===== config.mk =====
export PLATFORM = sky130hd
export DESIGN_NAME = vref_step_ctrl_flat
export DESIGN_NICKNAME = d
export VERILOG_FILES = /design/src/rtl/vref_pkg.sv /design/src/rtl/vref_step_ctrl_if.sv /design/src/rtl/vref_apb_regs.sv /design/src/rtl/vref_step_ctrl.sv /design/src/flat_wrapper.sv
export SDC_FILE = /design/constraint.sdc
export NUM_CORES = 1
export LEC_CHECK = 0
export BUFFER_PORTS_ARGS = -buffer_cell sky130_fd_sc_hd__buf_2
export CAP_MARGIN = 40
export CORE_UTILIZATION = 46
export DETAILED_ROUTE_END_ITERATION = 10
export GPL_TIMING_DRIVEN = 0
export PLACE_DENSITY = 0.78
export SYNTH_ARGS = -nofsm -noshare
export SYNTH_HDL_FRONTEND = slang
export SYNTH_SLANG_ARGS = --single-unit

===== constraint.sdc =====
create_clock -name SCLK -period 1.8 [get_ports SCLK]
set_input_delay 0 -clock SCLK [delete_from_list [all_inputs] [get_ports SCLK]]
set_output_delay 0 -clock SCLK [all_outputs]
set_load 0.02 [all_outputs]

===== src/rtl/vref_pkg.sv =====
// Shared definitions for the Vref step controller.
// Holds the controller state encoding, the APB register offsets relative
// to APB_BASE, and the bit positions inside the status register.
package vref_pkg;

    typedef enum logic [1:0] {
        VREF_ST_IDLE   = 2'd0,
        VREF_ST_REQ    = 2'd1,
        VREF_ST_SETTLE = 2'd2
    } vref_state_t;

    localparam logic [15:0] VREF_REG_RELOAD = 16'd0;
    localparam logic [15:0] VREF_REG_CODE   = 16'd1;
    localparam logic [15:0] VREF_REG_STATUS = 16'd2;

    localparam int unsigned VREF_STAT_OOR  = 0;
    localparam int unsigned VREF_STAT_DROP = 1;
    localparam int unsigned VREF_STAT_BUSY = 2;

endpackage


===== src/rtl/vref_step_ctrl_if.sv =====
// Bundle of trainer step, DAC handshake and APB signals for vref_step_ctrl.
//   master : trainer/system side (drives move/reload, dac_ack, APB requests)
//   slave  : vref_step_ctrl (drives code, dac_req, status, read data)
interface vref_step_ctrl_if #(
    parameter int VREF_WIDTH = 7
);
    logic                  vref_move;
    logic                  vref_direction;
    logic                  vref_reload;
    logic                  vref_out_of_range;
    logic                  vref_busy;
    logic [VREF_WIDTH-1:0] vref_code;
    logic                  dac_req;
    logic                  dac_ack;
    logic [15:0]           apb_addr;
    logic                  apb_we;
    logic [7:0]            apb_wrdata;
    logic [7:0]            vref_rddata;

    modport master (
        output vref_move, vref_direction, vref_reload, dac_ack,
               apb_addr, apb_we, apb_wrdata,
        input  vref_out_of_range, vref_busy, vref_code, dac_req, vref_rddata
    );

    modport slave (
        input  vref_move, vref_direction, vref_reload, dac_ack,
               apb_addr, apb_we, apb_wrdata,
        output vref_out_of_range, vref_busy, vref_code, dac_req, vref_rddata
    );
endinterface


===== src/rtl/vref_apb_regs.sv =====
// APB register window of the Vref step controller.
//   +0 reload code (RW, writes clamped to [VREF_MIN, VREF_MAX])
//   +1 current code (RO)
//   +2 status: bit0 out_of_range, bit1 cmd_drop (write 1 clears), bit2 busy
// Ports: SCLK/reset, APB addr/we/wrdata in, live code/status in,
// cmd_drop_set pulse in, reload_code out, combinational rddata out.
module vref_apb_regs
    import vref_pkg::*;
#(
    parameter int          VREF_WIDTH   = 7,
    parameter int          VREF_DEFAULT = 64,
    parameter int          VREF_MIN     = 0,
    parameter int          VREF_MAX     = 127,
    parameter logic [15:0] APB_BASE     = 16'h0040
) (
    input  logic                  SCLK,
    input  logic                  reset,
    input  logic [15:0]           apb_addr,
    input  logic                  apb_we,
    input  logic [7:0]            apb_wrdata,
    input  logic [VREF_WIDTH-1:0] vref_code,
    input  logic                  out_of_range,
    input  logic                  busy,
    input  logic                  cmd_drop_set,
    output logic [VREF_WIDTH-1:0] reload_code,
    output logic [7:0]            rddata
);

    logic [VREF_WIDTH-1:0] reload_reg;
    logic                  cmd_drop;
    logic [VREF_WIDTH-1:0] wr_clamped;
    logic                  sel_reload;
    logic                  sel_code;
    logic                  sel_status;
    logic                  unused_wrdata;

    assign sel_reload    = (apb_addr == APB_BASE + VREF_REG_RELOAD);
    assign sel_code      = (apb_addr == APB_BASE + VREF_REG_CODE);
    assign sel_status    = (apb_addr == APB_BASE + VREF_REG_STATUS);
    assign reload_code   = reload_reg;
    assign unused_wrdata = ^apb_wrdata;

    always_comb begin
        wr_clamped = apb_wrdata[VREF_WIDTH-1:0];
        if (int'(wr_clamped) < VREF_MIN) begin
            wr_clamped = VREF_WIDTH'(VREF_MIN);
        end else if (int'(wr_clamped) > VREF_MAX) begin
            wr_clamped = VREF_WIDTH'(VREF_MAX);
        end
    end

    always_ff @(posedge SCLK or posedge reset) begin
        if (reset) begin
            reload_reg <= VREF_WIDTH'(VREF_DEFAULT);
            cmd_drop   <= 1'b0;
        end else begin
            if (apb_we && sel_reload) begin
                reload_reg <= wr_clamped;
            end
            // A drop occurring in the same cycle as the clear must survive.
            if (cmd_drop_set) begin
                cmd_drop <= 1'b1;
            end else if (apb_we && sel_status && apb_wrdata[VREF_STAT_DROP]) begin
                cmd_drop <= 1'b0;
            end
        end
    end

    always_comb begin
        rddata = '0;
        if (sel_reload) begin
            rddata[VREF_WIDTH-1:0] = reload_reg;
        end else if (sel_code) begin
            rddata[VREF_WIDTH-1:0] = vref_code;
        end else if (sel_status) begin
            rddata[VREF_STAT_OOR]  = out_of_range;
            rddata[VREF_STAT_DROP] = cmd_drop;
            rddata[VREF_STAT_BUSY] = busy;
        end
    end

endmodule


===== src/rtl/vref_step_ctrl.sv =====
// Vref step controller: responds to the training engine's move/reload
// requests, keeps the DAC code, runs one dac_req/dac_ack transaction per
// code change followed by a fixed settle time, and flags steps that would
// leave [VREF_MIN, VREF_MAX].
// Ports: SCLK, reset (async, active-high), bus (slave side of
// vref_step_ctrl_if: trainer step signals, DAC handshake, APB window).
module vref_step_ctrl
    import vref_pkg::*;
#(
    parameter int          VREF_WIDTH    = 7,
    parameter int          VREF_DEFAULT  = 64,
    parameter int          VREF_MIN      = 0,
    parameter int          VREF_MAX      = 127,
    parameter int          STEP_SIZE     = 1,
    parameter int          SETTLE_CYCLES = 16,
    parameter logic [15:0] APB_BASE      = 16'h0040
) (
    input logic           SCLK,
    input logic           reset,
    vref_step_ctrl_if.slave bus
);

    localparam int CNT_W = $clog2(SETTLE_CYCLES + 1);

    localparam logic [VREF_WIDTH-1:0] STEP_C     = VREF_WIDTH'(STEP_SIZE);
    localparam logic [VREF_WIDTH:0]   STEP_X     = (VREF_WIDTH+1)'(STEP_SIZE);
    localparam logic [VREF_WIDTH:0]   MAX_X      = (VREF_WIDTH+1)'(VREF_MAX);
    localparam logic [VREF_WIDTH:0]   MIN_STEP_X = (VREF_WIDTH+1)'(VREF_MIN + STEP_SIZE);

    vref_state_t           state;
    logic [VREF_WIDTH-1:0] code;
    logic                  out_of_range;
    logic                  dac_req;
    logic [CNT_W-1:0]      settle_cnt;
    logic [VREF_WIDTH-1:0] reload_code;
    logic [VREF_WIDTH:0]   code_ext;
    logic                  up_blocked;
    logic                  dn_blocked;
    logic                  busy;
    logic                  cmd_drop_set;

    // Range checks in one extra bit so neither end can wrap.
    assign code_ext     = {1'b0, code};
    assign up_blocked   = (code_ext + STEP_X) > MAX_X;
    assign dn_blocked   = code_ext < MIN_STEP_X;
    assign busy         = (state != VREF_ST_IDLE);
    assign cmd_drop_set = busy && (bus.vref_move || bus.vref_reload);

    always_ff @(posedge SCLK or posedge reset) begin
        if (reset) begin
            state        <= VREF_ST_REQ;
            code         <= VREF_WIDTH'(VREF_DEFAULT);
            out_of_range <= 1'b0;
            dac_req      <= 1'b0;
            settle_cnt   <= '0;
        end else begin
            case (state)
                VREF_ST_IDLE: begin
                    if (bus.vref_reload) begin
                        code         <= reload_code;
                        out_of_range <= 1'b0;
                        dac_req      <= 1'b1;
                        state        <= VREF_ST_REQ;
                    end else if (bus.vref_move) begin
                        if (bus.vref_direction ? up_blocked : dn_blocked) begin
                            out_of_range <= 1'b1;
                        end else begin
                            code         <= bus.vref_direction ? code + STEP_C : code - STEP_C;
                            out_of_range <= 1'b0;
                            dac_req      <= 1'b1;
                            state        <= VREF_ST_REQ;
                        end
                    end
                end
                VREF_ST_REQ: begin
                    // Reset parks in REQ with dac_req low; the first clock
                    // raises it to push the default code. An ack only counts
                    // once the request is actually visible to the DAC.
                    if (!dac_req) begin
                        dac_req <= 1'b1;
                    end else if (bus.dac_ack) begin
                        dac_req    <= 1'b0;
                        settle_cnt <= CNT_W'(SETTLE_CYCLES - 1);
                        state      <= VREF_ST_SETTLE;
                    end
                end
                VREF_ST_SETTLE: begin
                    if (settle_cnt == '0) begin
                        state <= VREF_ST_IDLE;
                    end else begin
                        settle_cnt <= settle_cnt - 1'b1;
                    end
                end
                default: begin
                    state   <= VREF_ST_IDLE;
                    dac_req <= 1'b0;
                end
            endcase
        end
    end

    vref_apb_regs #(
        .VREF_WIDTH  (VREF_WIDTH),
        .VREF_DEFAULT(VREF_DEFAULT),
        .VREF_MIN    (VREF_MIN),
        .VREF_MAX    (VREF_MAX),
        .APB_BASE    (APB_BASE)
    ) u_regs (
        .SCLK        (SCLK),
        .reset       (reset),
        .apb_addr    (bus.apb_addr),
        .apb_we      (bus.apb_we),
        .apb_wrdata  (bus.apb_wrdata),
        .vref_code   (code),
        .out_of_range(out_of_range),
        .busy        (busy),
        .cmd_drop_set(cmd_drop_set),
        .reload_code (reload_code),
        .rddata      (bus.vref_rddata)
    );

    assign bus.vref_code         = code;
    assign bus.vref_out_of_range = out_of_range;
    assign bus.vref_busy         = busy;
    assign bus.dac_req           = dac_req;

endmodule

===== src/flat_wrapper.sv =====
// flat-port wrapper written by rule: the top's interface ports become plain ports
module vref_step_ctrl_flat import vref_pkg::*;
#(
    parameter int          VREF_WIDTH    = 7,
    parameter int          VREF_DEFAULT  = 64,
    parameter int          VREF_MIN      = 0,
    parameter int          VREF_MAX      = 127,
    parameter int          STEP_SIZE     = 1,
    parameter int          SETTLE_CYCLES = 16,
    parameter logic [15:0] APB_BASE      = 16'h0040
)
  (SCLK, reset, bus_vref_move, bus_vref_direction, bus_vref_reload, bus_dac_ack, bus_apb_addr, bus_apb_we, bus_apb_wrdata, bus_vref_out_of_range, bus_vref_busy, bus_vref_code, bus_dac_req, bus_vref_rddata);
  vref_step_ctrl_if #(.VREF_WIDTH(VREF_WIDTH)) bus_i ();
  input logic SCLK;
  input logic reset;
  input wire logic [$bits(bus_i.vref_move)-1:0] bus_vref_move;
  input wire logic [$bits(bus_i.vref_direction)-1:0] bus_vref_direction;
  input wire logic [$bits(bus_i.vref_reload)-1:0] bus_vref_reload;
  input wire logic [$bits(bus_i.dac_ack)-1:0] bus_dac_ack;
  input wire logic [$bits(bus_i.apb_addr)-1:0] bus_apb_addr;
  input wire logic [$bits(bus_i.apb_we)-1:0] bus_apb_we;
  input wire logic [$bits(bus_i.apb_wrdata)-1:0] bus_apb_wrdata;
  output wire logic [$bits(bus_i.vref_out_of_range)-1:0] bus_vref_out_of_range;
  output wire logic [$bits(bus_i.vref_busy)-1:0] bus_vref_busy;
  output wire logic [$bits(bus_i.vref_code)-1:0] bus_vref_code;
  output wire logic [$bits(bus_i.dac_req)-1:0] bus_dac_req;
  output wire logic [$bits(bus_i.vref_rddata)-1:0] bus_vref_rddata;
  assign bus_i.vref_move = bus_vref_move;
  assign bus_i.vref_direction = bus_vref_direction;
  assign bus_i.vref_reload = bus_vref_reload;
  assign bus_i.dac_ack = bus_dac_ack;
  assign bus_i.apb_addr = bus_apb_addr;
  assign bus_i.apb_we = bus_apb_we;
  assign bus_i.apb_wrdata = bus_apb_wrdata;
  assign bus_vref_out_of_range = bus_i.vref_out_of_range;
  assign bus_vref_busy = bus_i.vref_busy;
  assign bus_vref_code = bus_i.vref_code;
  assign bus_dac_req = bus_i.dac_req;
  assign bus_vref_rddata = bus_i.vref_rddata;
  vref_step_ctrl #(.VREF_WIDTH(VREF_WIDTH), .VREF_DEFAULT(VREF_DEFAULT), .VREF_MIN(VREF_MIN), .VREF_MAX(VREF_MAX), .STEP_SIZE(STEP_SIZE), .SETTLE_CYCLES(SETTLE_CYCLES), .APB_BASE(APB_BASE)) u_core (.SCLK(SCLK), .reset(reset), .bus(bus_i));
endmodule

[Yosys cells after proc, flatten, opt, wreduce, memory -nomap -nowiden]
Cells that the tools add are included.
Cells by class
  equal/unequal tests: 12
  reduce and logical (&&, ||, !) cells: 16
  shift-type cells: 0
  add/sub/neg operators: 4
  bitwise logic cells: 1
  $mul: 0
  $lt $le $gt $ge: 2
  div/mod/pow operators: 0
  muxes and demuxes: 31
Operators by type and width (number)
  16-bit by 7-bit == test with 1-bit output, second input constant: 3
  7-bit 2-to-1 mux: 5
  5-bit 2-to-1 mux: 3
  2-bit 2-to-1 mux: 6
  1-bit 2-to-1 mux: 11
  5-bit case mux with 2 select lines: 1
  7-bit by 1-bit adder with 8-bit output, second input constant: 1
  8-bit by 7-bit greater-than comparator with 1-bit output, second input constant: 1
  2-bit nonzero test: 4
  7-bit by 1-bit adder with 7-bit output, second input constant: 1
  7-bit by 1-bit less-than comparator with 1-bit output, second input constant: 1
  7-bit by 1-bit subtractor with 7-bit output, second input constant: 1
  3-bit 2-to-1 mux: 2
  2-bit != test, second input constant: 3
  3-bit != test, second input constant: 2
  2-bit case mux with 3 select lines: 1
  3-bit AND reduction: 2
  5-bit logical NOT: 1
  5-bit AND reduction: 1
  5-bit by 1-bit subtractor with 5-bit output, second input constant: 1
  1-bit logical AND: 4
  4-bit 2-to-1 mux: 1
  2-bit by 1-bit != test with 1-bit output, second input constant: 2
  4-bit AND reduction: 1
  other kinds (7): 7
Storage, ports and cells
  bits in writable memories: 0
  latch bits: 0
  output and inout port bits: 18
  bits in read-only memories: 0
  memories: 0
  register bits: 24

[Longest topological paths before layout]
Gate-level depths: netlist of run 1.
  depth after elaboration: 7
  mapped depth: 6
  gate-level depth less buffers: 6

[Hierarchy]
Synthesis of run 1 repeated with hierarchy kept, for this count alone.
Second synthesis, totals
  cell total of the unflattened synthesis: 166
  area total of the unflattened synthesis: 1549.0 um^2
By module, submodules not included
  vref_step_ctrl: cells each 114, times used 1, area each 1024.7 um^2
  vref_apb_regs: cells each 52, times used 1, area each 524.3 um^2

[Worst setup path before layout of run 1]
No wires, ideal clock.
  path kind: reg2reg
  start: reg u_core.code[4] (netlist: u_core.bus.vref_code[4])
  end: reg u_core.dac_req (netlist: u_core.bus.dac_req)
  slack: -249 ps
  data required time: 1655 ps
  library setup time: 145 ps
  arrival: 1903 ps
  period minus slack after synthesis: 2049 ps
  stages on the path, launching flop included: 7
  path through: dfrtp_1 > buf_6 > or4_4 > or3b_1 > buf_6 > a21oi_1 > o221ai_1
On the way
  word-level cells in the longest chain between the ends: 5
  elaborated cells between the ends (all ways): 6
Ends and longest elaborated chain
  start: declaration: RTL line vref_step_ctrl.sv:31  | logic [VREF_WIDTH-1:0] code;
  start signal: assignment: RTL line vref_step_ctrl.sv:52  | code <= VREF_WIDTH'(VREF_DEFAULT);
  start signal: assignment: RTL line vref_step_ctrl.sv:60  | code <= reload_code;
  start signal: assignment: RTL line vref_step_ctrl.sv:68  | code <= bus.vref_direction ? code + STEP_C : code - STEP_C;
  7-bit by 1-bit adder with 8-bit output: RTL line vref_step_ctrl.sv:44  | assign up_blocked = (code_ext + STEP_X) > MAX_X;
  8-bit by 7-bit greater-than comparator with 1-bit output: RTL line vref_step_ctrl.sv:44
  1-bit 2-to-1 mux *: RTL line vref_step_ctrl.sv:65  | if (bus.vref_direction ? up_blocked : dn_blocked) begin
  3-bit != test (no line) *
  3-bit AND reduction (no line) *
  end signal: assignment: RTL line vref_step_ctrl.sv:54  | dac_req <= 1'b0;
  end signal: assignment: RTL line vref_step_ctrl.sv:62  | dac_req <= 1'b1;
  end signal: assignment: RTL line vref_step_ctrl.sv:70  | dac_req <= 1'b1;
  end: declaration: RTL line vref_step_ctrl.sv:33  | logic dac_req;
Every way passes the cells marked *; elsewhere a longest branch is shown, timed or not.
A chain may end at the register's enable or synchronous reset.

[Worst setup path after layout of run 1]
  start: reg u_core.code[2] (netlist: u_core.bus.vref_code[2])
  end: reg u_core.code[3] (netlist: u_core.bus.vref_code[3])
On the way
  word-level cells in the longest chain between the ends: 5
  elaborated cells between the ends (all ways): 12
Ends and longest elaborated chain (RTL line)
  7-bit by 1-bit adder with 8-bit output, or another cell as far along: vref_step_ctrl.sv:44
  8-bit by 7-bit greater-than comparator with 1-bit output or 7-bit 2-to-1 mux (tied branches): vref_step_ctrl.sv:44, vref_step_ctrl.sv:68
  1-bit 2-to-1 mux or 7-bit 2-to-1 mux (tied branches): vref_step_ctrl.sv:65
  2-bit != test (no line) or 7-bit 2-to-1 mux (tied branches)
  3-bit AND reduction (no line) or 7-bit 2-to-1 mux (tied branches)
Parallel ways exist; a longest one is shown, timed or not. The select of a mux whose other input is x is not followed.

==> results.txt, run 1 <==
----------------------------------------------------
[Run status]
  Result of the run ... finished with violations
  Violations in the final reports ... negative setup slack

[Logic synthesis]
  Primary FF master, synth ... sky130_fd_sc_hd__dfrtp_1
  Fraction of registers with async set or reset after synthesis ... 100%
  Post-synth cell types ... 42
  Number of nets produced by synthesis ... about 220
  Post-synthesis sequential element count ... 24
  Sequential element share of the synthesized area ... 37.2%
  Post-Synthesis Mean Instance Area ... 9.04 sq um
  Number of synthesized flops with an enable pin ... 0
  Count of yosys warnings during synthesis ... 0
  Summed instance area of the synthesized netlist ... approximately 1600 sq um
  Count of mapped cells out of synthesis ... 180

[Timing]
  Smallest hold slack ... between 20 and 30 ps
  Relative max-transition margin ... between 50% and 60%
  Unrepaired setup endpoints after global routing ... true
  Max-slew violations ... 0
  Worst-case setup margin in the final layout ... -101 ps
  Final Setup Violations ... 7
  Worst Clk Skew ... around 4.2 ps
  Number of hold violations in the final report ... 0
  Ratio of final minimum period to clock period ... 106%
  Minimum clock period ... around 1900 ps
  Slew at the pin closest to its max-slew limit ... around 670 ps
  Fmax ... roughly 530 MHz

[Route]
  Post-Route WL ... between 4 and 5 mm
  TritonRoute pass-1 iters ... 5
  Via density ... slightly below 6
  Vias after detailed routing ... between 1500 and 2000
  DRC violations left ... 0
  DR iter-0 viols ... between 100 and 150
  Post-detailed-route wirelength per cell ... about 15 microns
  Remaining antenna violation count after routing ... 0

[Global route]
  Aggregate global routing overflow ... 0
  Most congested layer reported by global routing ... met2
  Pin count of the biggest net entering global routing ... 17
  Number of antenna violations at the first check in global routing ... 0
  Global-route met2 utilization ... between 30% and 40%
  M1 GR Usage ... about a third
  Vias in the first global route ... about 1500
  GRT Resource Usage Total ... between 20% and 30%
  GRT met3 Usage ... about 2.5%
  Wire length of the first global-routing pass ... between 6 and 7 mm

[Die]
  X dimension of the die ... 61.5 microns
  Core Region ... approximately 3400 sq um
  Effective utilization at floorplan ... roughly half
  Floorplan die area ... around 3800 sq um
  Top-level port count ... 49
  Number of rows created at floorplan ... 21
  Die H ... 61.5 microns

[Place]
  Final weighted congestion in routability-driven placement ... between 0.8 and 0.9
  Post-Place Setup Slack ... -359 ps
  Half-perimeter wire length after detailed placement ... ~3 mm
  Count of port buffers added during placement ... 44
  Area after detailed placement ... between 1500 and 2000 sq um

[Final layout]
  Area of all sequential standard cells ... 608 sq um
  Top library cells by usage in the layout, fill and taps aside ... sky130_fd_sc_hd__buf_2, sky130_fd_sc_hd__dfrtp_1, sky130_fd_sc_hd__nor2_1
  Commonest non-fill, non-tap cell in the layout ... sky130_fd_sc_hd__buf_2
  Fraction of final layout cells with drive strength greater than 1 ... a little under two fifths
  Multi-input gate area in the final layout ... 982 sq um
  Post-Layout Inst Area ... between 2000 and 2500 sq um
  Ant diodes ... 0
  Nets ... roughly 280
  FILL cells ... approximately 300
  Growth of design area from synthesis to finish ... 31.6%

[Power]
  Total power density per cell area ... between 1000 and 1500 nW/um^2
  Leak pwr ... between 0.001 and 0.0015 uW
  Peak supply drop ... slightly below 0.7 mV

[Clocking]
  Clock latency on the worst-skew pair ... roughly 320 ps
  CTS root buffer ... sky130_fd_sc_hd__clkbuf_4
  CTS buffer count ... 3
  H-tree depth ... 1
  Clock-pin slew on the worst setup and hold paths ... around 140 ps
  Largest buffer count on any clock path ... 2
  TritonCTS clock tree ... done
  # clock sinks ... 24

[Setup path]
  Critical Setup Path Class ... reg2reg
  Worst Setup End Kind ... register
  Required time of the critical path ... a little over 2000 ps
  Maximum fanout along the worst path ... 6
  Critical path data arrival time ... about 2200 ps
  Crit-path max cell delay ... approximately 530 ps
  Ordered cell list for the critical path ... or4_4, or3b_4, a311o_1, nand3_1
  Slowest stage cell, crit path ... sky130_fd_sc_hd__or4_4
  Critical path startpoint category ... register

[Run]
  MaxCap Viol Count ... 0

[Hold path]
  Path class of the lowest-slack min-delay path ... in2reg

----------------------------------------------------
worst max-delay path, delay by kind of cell (launching register included):
family | cells | cell delay [ps]
DFF | 1 | 430
AOI/OAI and AO/OA | 1 | 330
and+or+nand+nor | 3 | 1090
repair_timing:
item                       CTS  global route
hold buffers                 8             0
setup endpoints to repair   11            11
pin swaps                    5             2
cloned                       0             0
gates resized for setup      7             9
hold endpoints to repair    28             0
setup buffers                4             3
sequential cells by signal (all words and copies together) (netlist names):
name,cells
u_core.bus.vref_code,7
u_core.u_regs.reload_code,7
u_core.settle_cnt,5
u_core.state,2
u_core.bus.dac_req,1
u_core.bus.vref_out_of_range,1
u_core.u_regs.cmd_drop,1
cell type report:
type                            count  area share [%]
Multi-Input combinational cell    136            45.9
Sequential cell                    24            28.4
Timing Repair Buffer               60            17.4
Tap cell                           46            2.69
Inverter                           10            1.75
Buffer                              7            1.46
Clock inverter                      1            1.40
Clock buffer                        3            1.05
per-stage QoR:
stage	setup TNS [ps]	power [uW]	util, %	cells
floorplan	-773	1600	-	180
global placement	-1820	1900	56.9	270
detailed placement	-2130	1930	57.3	271
CTS	-554	2410	62.6	286
global route	-694	2640	63.7	287
finish	-256	2490	63.7	287
worst paths after layout:
path	from	end	slack, ps	cells past startpoint
min in group asynchronous	reset	u_core.bus.vref_code[3]	170	3
max	u_core.bus.vref_code[2]	u_core.bus.vref_code[3]	-100	4
min reg2reg	u_core.u_regs.cmd_drop	u_core.u_regs.cmd_drop	530	2
max in group asynchronous	reset	u_core.state[0]	1130	4
max reg2reg	u_core.bus.vref_code[2]	u_core.bus.vref_code[3]	-100	4
min	bus_apb_we	u_core.u_regs.cmd_drop	30	4
cell families (layout without fill, tap and decap cells):
| logic type | Yosys count | in the layout | synth area share [%] |
|---|---|---|---|
| xor gates and xnor gates | 4 | 4 | 2.15 |
| muxes | 17 | 17 | 11.2 |
| and+or+nand+nor | 79 | 79 | 28.1 |
| AOI/OAI and AO/OA | 31 | 31 | 12.4 |
| buffers and inverters | 20 | 81 | 5.77 |
| adders and majority gates | 4 | 4 | 3.08 |
| other | 1 | 1 | 0.231 |
| DFF | 24 | 24 | 37.2 |
cells in the mapped netlist (2+ instances only):
| master | count | share of area [%] |
|---|---|---|
| sky130_fd_sc_hd__dfrtp_1 | 21 | 32 |
| sky130_fd_sc_hd__nor2_1 | 18 | 4.2 |
| sky130_fd_sc_hd__inv_1 | 10 | 2.3 |
| sky130_fd_sc_hd__a21oi_1 | 9 | 2.8 |
| sky130_fd_sc_hd__mux2_2 | 9 | 6.2 |
| sky130_fd_sc_hd__nand4_1 | 9 | 3.5 |
| sky130_fd_sc_hd__mux2i_1 | 8 | 4.9 |
| sky130_fd_sc_hd__nand2_1 | 8 | 1.8 |
| sky130_fd_sc_hd__nand3_1 | 8 | 2.5 |
| sky130_fd_sc_hd__and3_1 | 7 | 2.7 |
| sky130_fd_sc_hd__clkbuf_1 | 7 | 1.6 |
| sky130_fd_sc_hd__nor3_1 | 5 | 1.5 |
| sky130_fd_sc_hd__o21ai_0 | 5 | 1.5 |
| sky130_fd_sc_hd__a211oi_1 | 4 | 1.8 |
| sky130_fd_sc_hd__ha_1 | 4 | 3.1 |
| sky130_fd_sc_hd__nand2b_1 | 4 | 1.5 |
| sky130_fd_sc_hd__nor4_1 | 4 | 1.5 |
| sky130_fd_sc_hd__xor2_1 | 4 | 2.2 |
| sky130_fd_sc_hd__a31oi_1 | 3 | 1.2 |
| sky130_fd_sc_hd__dfstp_2 | 3 | 4.8 |
| sky130_fd_sc_hd__nor2b_1 | 3 | 1.2 |
| sky130_fd_sc_hd__a311o_1 | 2 | 1.2 |
| sky130_fd_sc_hd__buf_6 | 2 | 1.4 |
| sky130_fd_sc_hd__nand4b_1 | 2 | 1.1 |
| sky130_fd_sc_hd__o22ai_1 | 2 | 0.77 |
| sky130_fd_sc_hd__o31ai_1 | 2 | 0.92 |
| sky130_fd_sc_hd__or4b_2 | 2 | 1.2 |
layer usage:
metal  routed length, microns  vias to the layer above  share of wire, %
li1                         -                      783                 -
met1                     1790                      779                43
met2                     2010                       90                48
met3                      285                       17               6.8
met4                      104                        0               2.5
met5                        0                        -                 0
power by group:
part           total (uW)  switching, uW  internal (uW)  leakage, uW
Combinational        1200            683            513     0.000690
Sequential            900            208            693     0.000286
Clock                 394            169            225    0.0000279
Total                2490           1060           1430      0.00100
Power figures use the tool's default switching activity.
==> run 2, diff against run 1 <==
- MAX_ROUTING_LAYER: not set -> met4
==> run 2 against run 1 <==
Against the previous run:
- the run still ends with negative setup slack left
- design area unchanged
- die area did not move
- worst hold slack worse by 5.6 ps
- worst setup slack better by 25 ps
- total power barely moved
- non-clock buffer count stayed put
- sequential cell count is the same
- register-to-register slack improved by 30 ps
- global-route usage rose by 0.70 points
- cell count is the same
- clock skew up 3.9 ps
- critical endpoint unchanged
==> results.txt, run 2 (synthesis gave the netlist of run 1 again) <==
----------------------------------------------------
[Run status]
  Result of the run ... finished with violations (unchanged)
  Violations in the final reports ... negative setup slack (unchanged)

[Final layout]
  Util after Layout ... 63.7% (unchanged)
  Fraction of final layout cells with drive strength greater than 1 ... 36.9% (unchanged)
  Post-Layout Inst Area ... 2140 sq um (unchanged)
  Growth of design area from synthesis to finish ... 31.6% (unchanged)
  Top library cells by usage in the layout, fill and taps aside ... sky130_fd_sc_hd__buf_2, sky130_fd_sc_hd__dfrtp_1, sky130_fd_sc_hd__nor2_1 (unchanged)
  Ant diodes ... 0 (unchanged)
  Nets ... 277 (unchanged)
  Commonest non-fill, non-tap cell in the layout ... sky130_fd_sc_hd__buf_2 (unchanged)

[Setup path]
  Cell family with the largest share of critical-path delay ... simple AND/OR/NAND/NOR gates (unchanged)
  Crit-path max cell delay ... 530 ps (about the same)
  Critical path startpoint category ... register (unchanged)
  Maximum fanout along the worst path ... 6 (unchanged)
  Required time of the critical path ... 2060 ps (about the same)
  Setup slack of the most critical reg-to-reg path ... -80 ps (was -100 ps)
  Worst path buffer plus inverter count ... 0 (unchanged)
  Number of cell instances on the worst register-to-register path ... 4 (unchanged)
  Critical path data arrival time ... 2140 ps (was 2160 ps)
  Ordered cell list for the critical path ... or4_4, or3b_4, a311o_1, nand3_1 (unchanged)
  Reg-to-Reg Start ... u_core.bus.vref_code[2] (unchanged)
  Worst Setup End Kind ... register (unchanged)
  Slowest stage cell, crit path ... sky130_fd_sc_hd__or4_4 (unchanged)
  Capture point of the worst reg-to-reg path ... u_core.bus.vref_code[3] (unchanged)
  Critical Setup Path Class ... reg2reg (unchanged)

[Timing]
  Relative max-transition margin ... 55.4% (was 55.6%)
  Smallest hold slack ... 20.0 ps (was 25.6 ps)
  Fmax ... 533 MHz (was 526 MHz)
  Unrepaired setup endpoints after global routing ... true (unchanged)
  Max-slew violations ... 0 (unchanged)
  Ratio of final minimum period to clock period ... 104% (was 106%)
  Slew at the pin closest to its max-slew limit ... 669 ps (was 667 ps)
  Worst Clk Skew ... 8.13 ps (was 4.23 ps)
  Final Setup Violations ... 6 (was 7)
  Worst-case setup margin in the final layout ... -75.5 ps (was -101 ps)
  Minimum clock period ... 1880 ps (was 1900 ps)
  Number of hold violations in the final report ... 0 (unchanged)

[Clocking]
  TritonCTS clock tree ... done (unchanged)
  Largest buffer count on any clock path ... 2 (unchanged)
  H-tree depth ... 1 (unchanged)
  CTS root buffer ... sky130_fd_sc_hd__clkbuf_4 (unchanged)
  CTS buffer count ... 3 (unchanged)
  Clock-pin slew on the worst setup and hold paths ... 140 ps (about the same)
  Clock latency on the worst-skew pair ... 320 ps (about the same)
  # clock sinks ... 24 (unchanged)

[Place]
  Count of port buffers added during placement ... 44 (unchanged)
  Area after detailed placement ... 1930 sq um (unchanged)
  Post-Place Setup Slack ... -359 ps (unchanged)
  Final weighted congestion in routability-driven placement ... 0.889 (was 0.874)
  Half-perimeter wire length after detailed placement ... 3.01 mm (unchanged)

[Die]
  Top-level port count ... 49 (unchanged)
  Effective utilization at floorplan ... 48.4% (unchanged)
  Floorplan die area ... 3780 sq um (unchanged)
  Core Region ... 3360 sq um (unchanged)
  Die H ... 61.5 microns (unchanged)
  Number of rows created at floorplan ... 21 (unchanged)
  X dimension of the die ... 61.5 microns (unchanged)

[Global route]
  GRT met3 Usage ... 2.31% (was 2.52%)
  Most congested layer reported by global routing ... met2 (unchanged)
  Pin count of the biggest net entering global routing ... 17 (unchanged)
  Aggregate global routing overflow ... 0 (unchanged)
  M1 GR Usage ... 31.7% (was 31.8%)
  Number of antenna violations at the first check in global routing ... 0 (unchanged)
  Global-route met2 utilization ... 39.3% (was 39.1%)
  Vias in the first global route ... 1469 (was 1468)
  Wire length of the first global-routing pass ... 6.49 mm (about the same)
  GRT Resource Usage Total ... 24.0% (was 23.3%)

[Power]
  Peak supply drop ... 0.670 mV (was 0.673 mV)
  Total power consumption of the routed design ... 2490 uW (about the same)
  Total power density per cell area ... 1160 nW/um^2 (about the same)
  Leak pwr ... 0.00100 uW (unchanged)

[Route]
  DRC violations left ... 0 (unchanged)
  Vias after detailed routing ... 1654 (was 1669)
  DR iter-0 viols ... 107 (was 115)
  Post-detailed-route wirelength per cell ... 14.7 microns (was 14.6 microns)
  Via density ... 5.76 (was 5.82)
  TritonRoute pass-1 iters ... 5 (unchanged)
  Remaining antenna violation count after routing ... 0 (unchanged)
  Post-Route WL ... 4.21 mm (was 4.19 mm)

[Hold path]
  Cell depth of the worst hold path ... 4 (unchanged)
  Sink of the worst hold path ... u_core.u_regs.cmd_drop (unchanged)
  Worst Hold Launch ... bus_apb_we (unchanged)
  Path class of the lowest-slack min-delay path ... in2reg (unchanged)

[Run]
  MaxCap Viol Count ... 0 (unchanged)

----------------------------------------------------
[run 2: cell counts in the layout (fill, tap and decap cells not counted)]
No cell type changed its count.
[run 2: metal layers]
| metal | part of all wire (%) | vias to the layer above | wire length, microns |
|---|---|---|---|
| li1 | - | 782 | - |
| met1 | 43 | 773 | 1810 |
| met2 | 48 | 87 | 2010 |
| met3 | 7.2 | 12 | 305 |
| met4 | 1.8 | 0 | 75 |
| met5 | 0 | - | 0 |
[run 2: layout make-up]
cell class / count / area (sq um)
Fill cell: 303 / 1220
Multi-Input combinational cell: 136 / 982
Sequential cell: 24 / 608
Timing Repair Buffer: 60 / 372
Tap cell: 46 / 57.6
Inverter: 10 / 37.5
Buffer: 7 / 31.3
Clock inverter: 1 / 30.0
Clock buffer: 3 / 22.5
[run 2: what timing repair did]
action	CTS	global route
hold buffers	8	0
pin swaps	5	2
hold endpoints to repair	28	0
endpoints found under the setup margin	11	11
buffers inserted	4	3
resized for setup	7	9
[run 2: worst max path at each step]
stage,startpoint,to,slack [ps],cells past startpoint
after detailed placement,u_core.state[1],u_core.bus.vref_code[5],-360,5
final,u_core.bus.vref_code[2],u_core.bus.vref_code[3],-80,4
after floorplan,u_core.bus.vref_code[5],u_core.bus.dac_req,-170,5
after global routing,u_core.bus.vref_code[2],u_core.bus.vref_code[3],-130,4
after CTS,u_core.bus.vref_code[2],u_core.bus.vref_code[3],-140,5
after global placement,u_core.state[1],u_core.bus.vref_code[5],-350,5
[run 2: stage by stage]
stage          setup TNS (ps)  instances
3_5_place_dp            -2130        271
5_1_grt                  -716        287
3_3_place_gp            -1820        270
2_1_floorplan            -773        180
6_report                 -213        287
4_1_cts                  -554        286
[run 2: worst min-delay path, cell delays in order]
cell,delay (ps)
sky130_fd_sc_hd__buf_2,100
sky130_fd_sc_hd__nand4_1,80
sky130_fd_sc_hd__o21ai_0,70
sky130_fd_sc_hd__o21ai_0,70
[run 2: report_power, final]
part           switching (uW)  internal [uW]  total, uW
registers                 209            693        901
logic                     682            513       1200
clock network             169            225        394
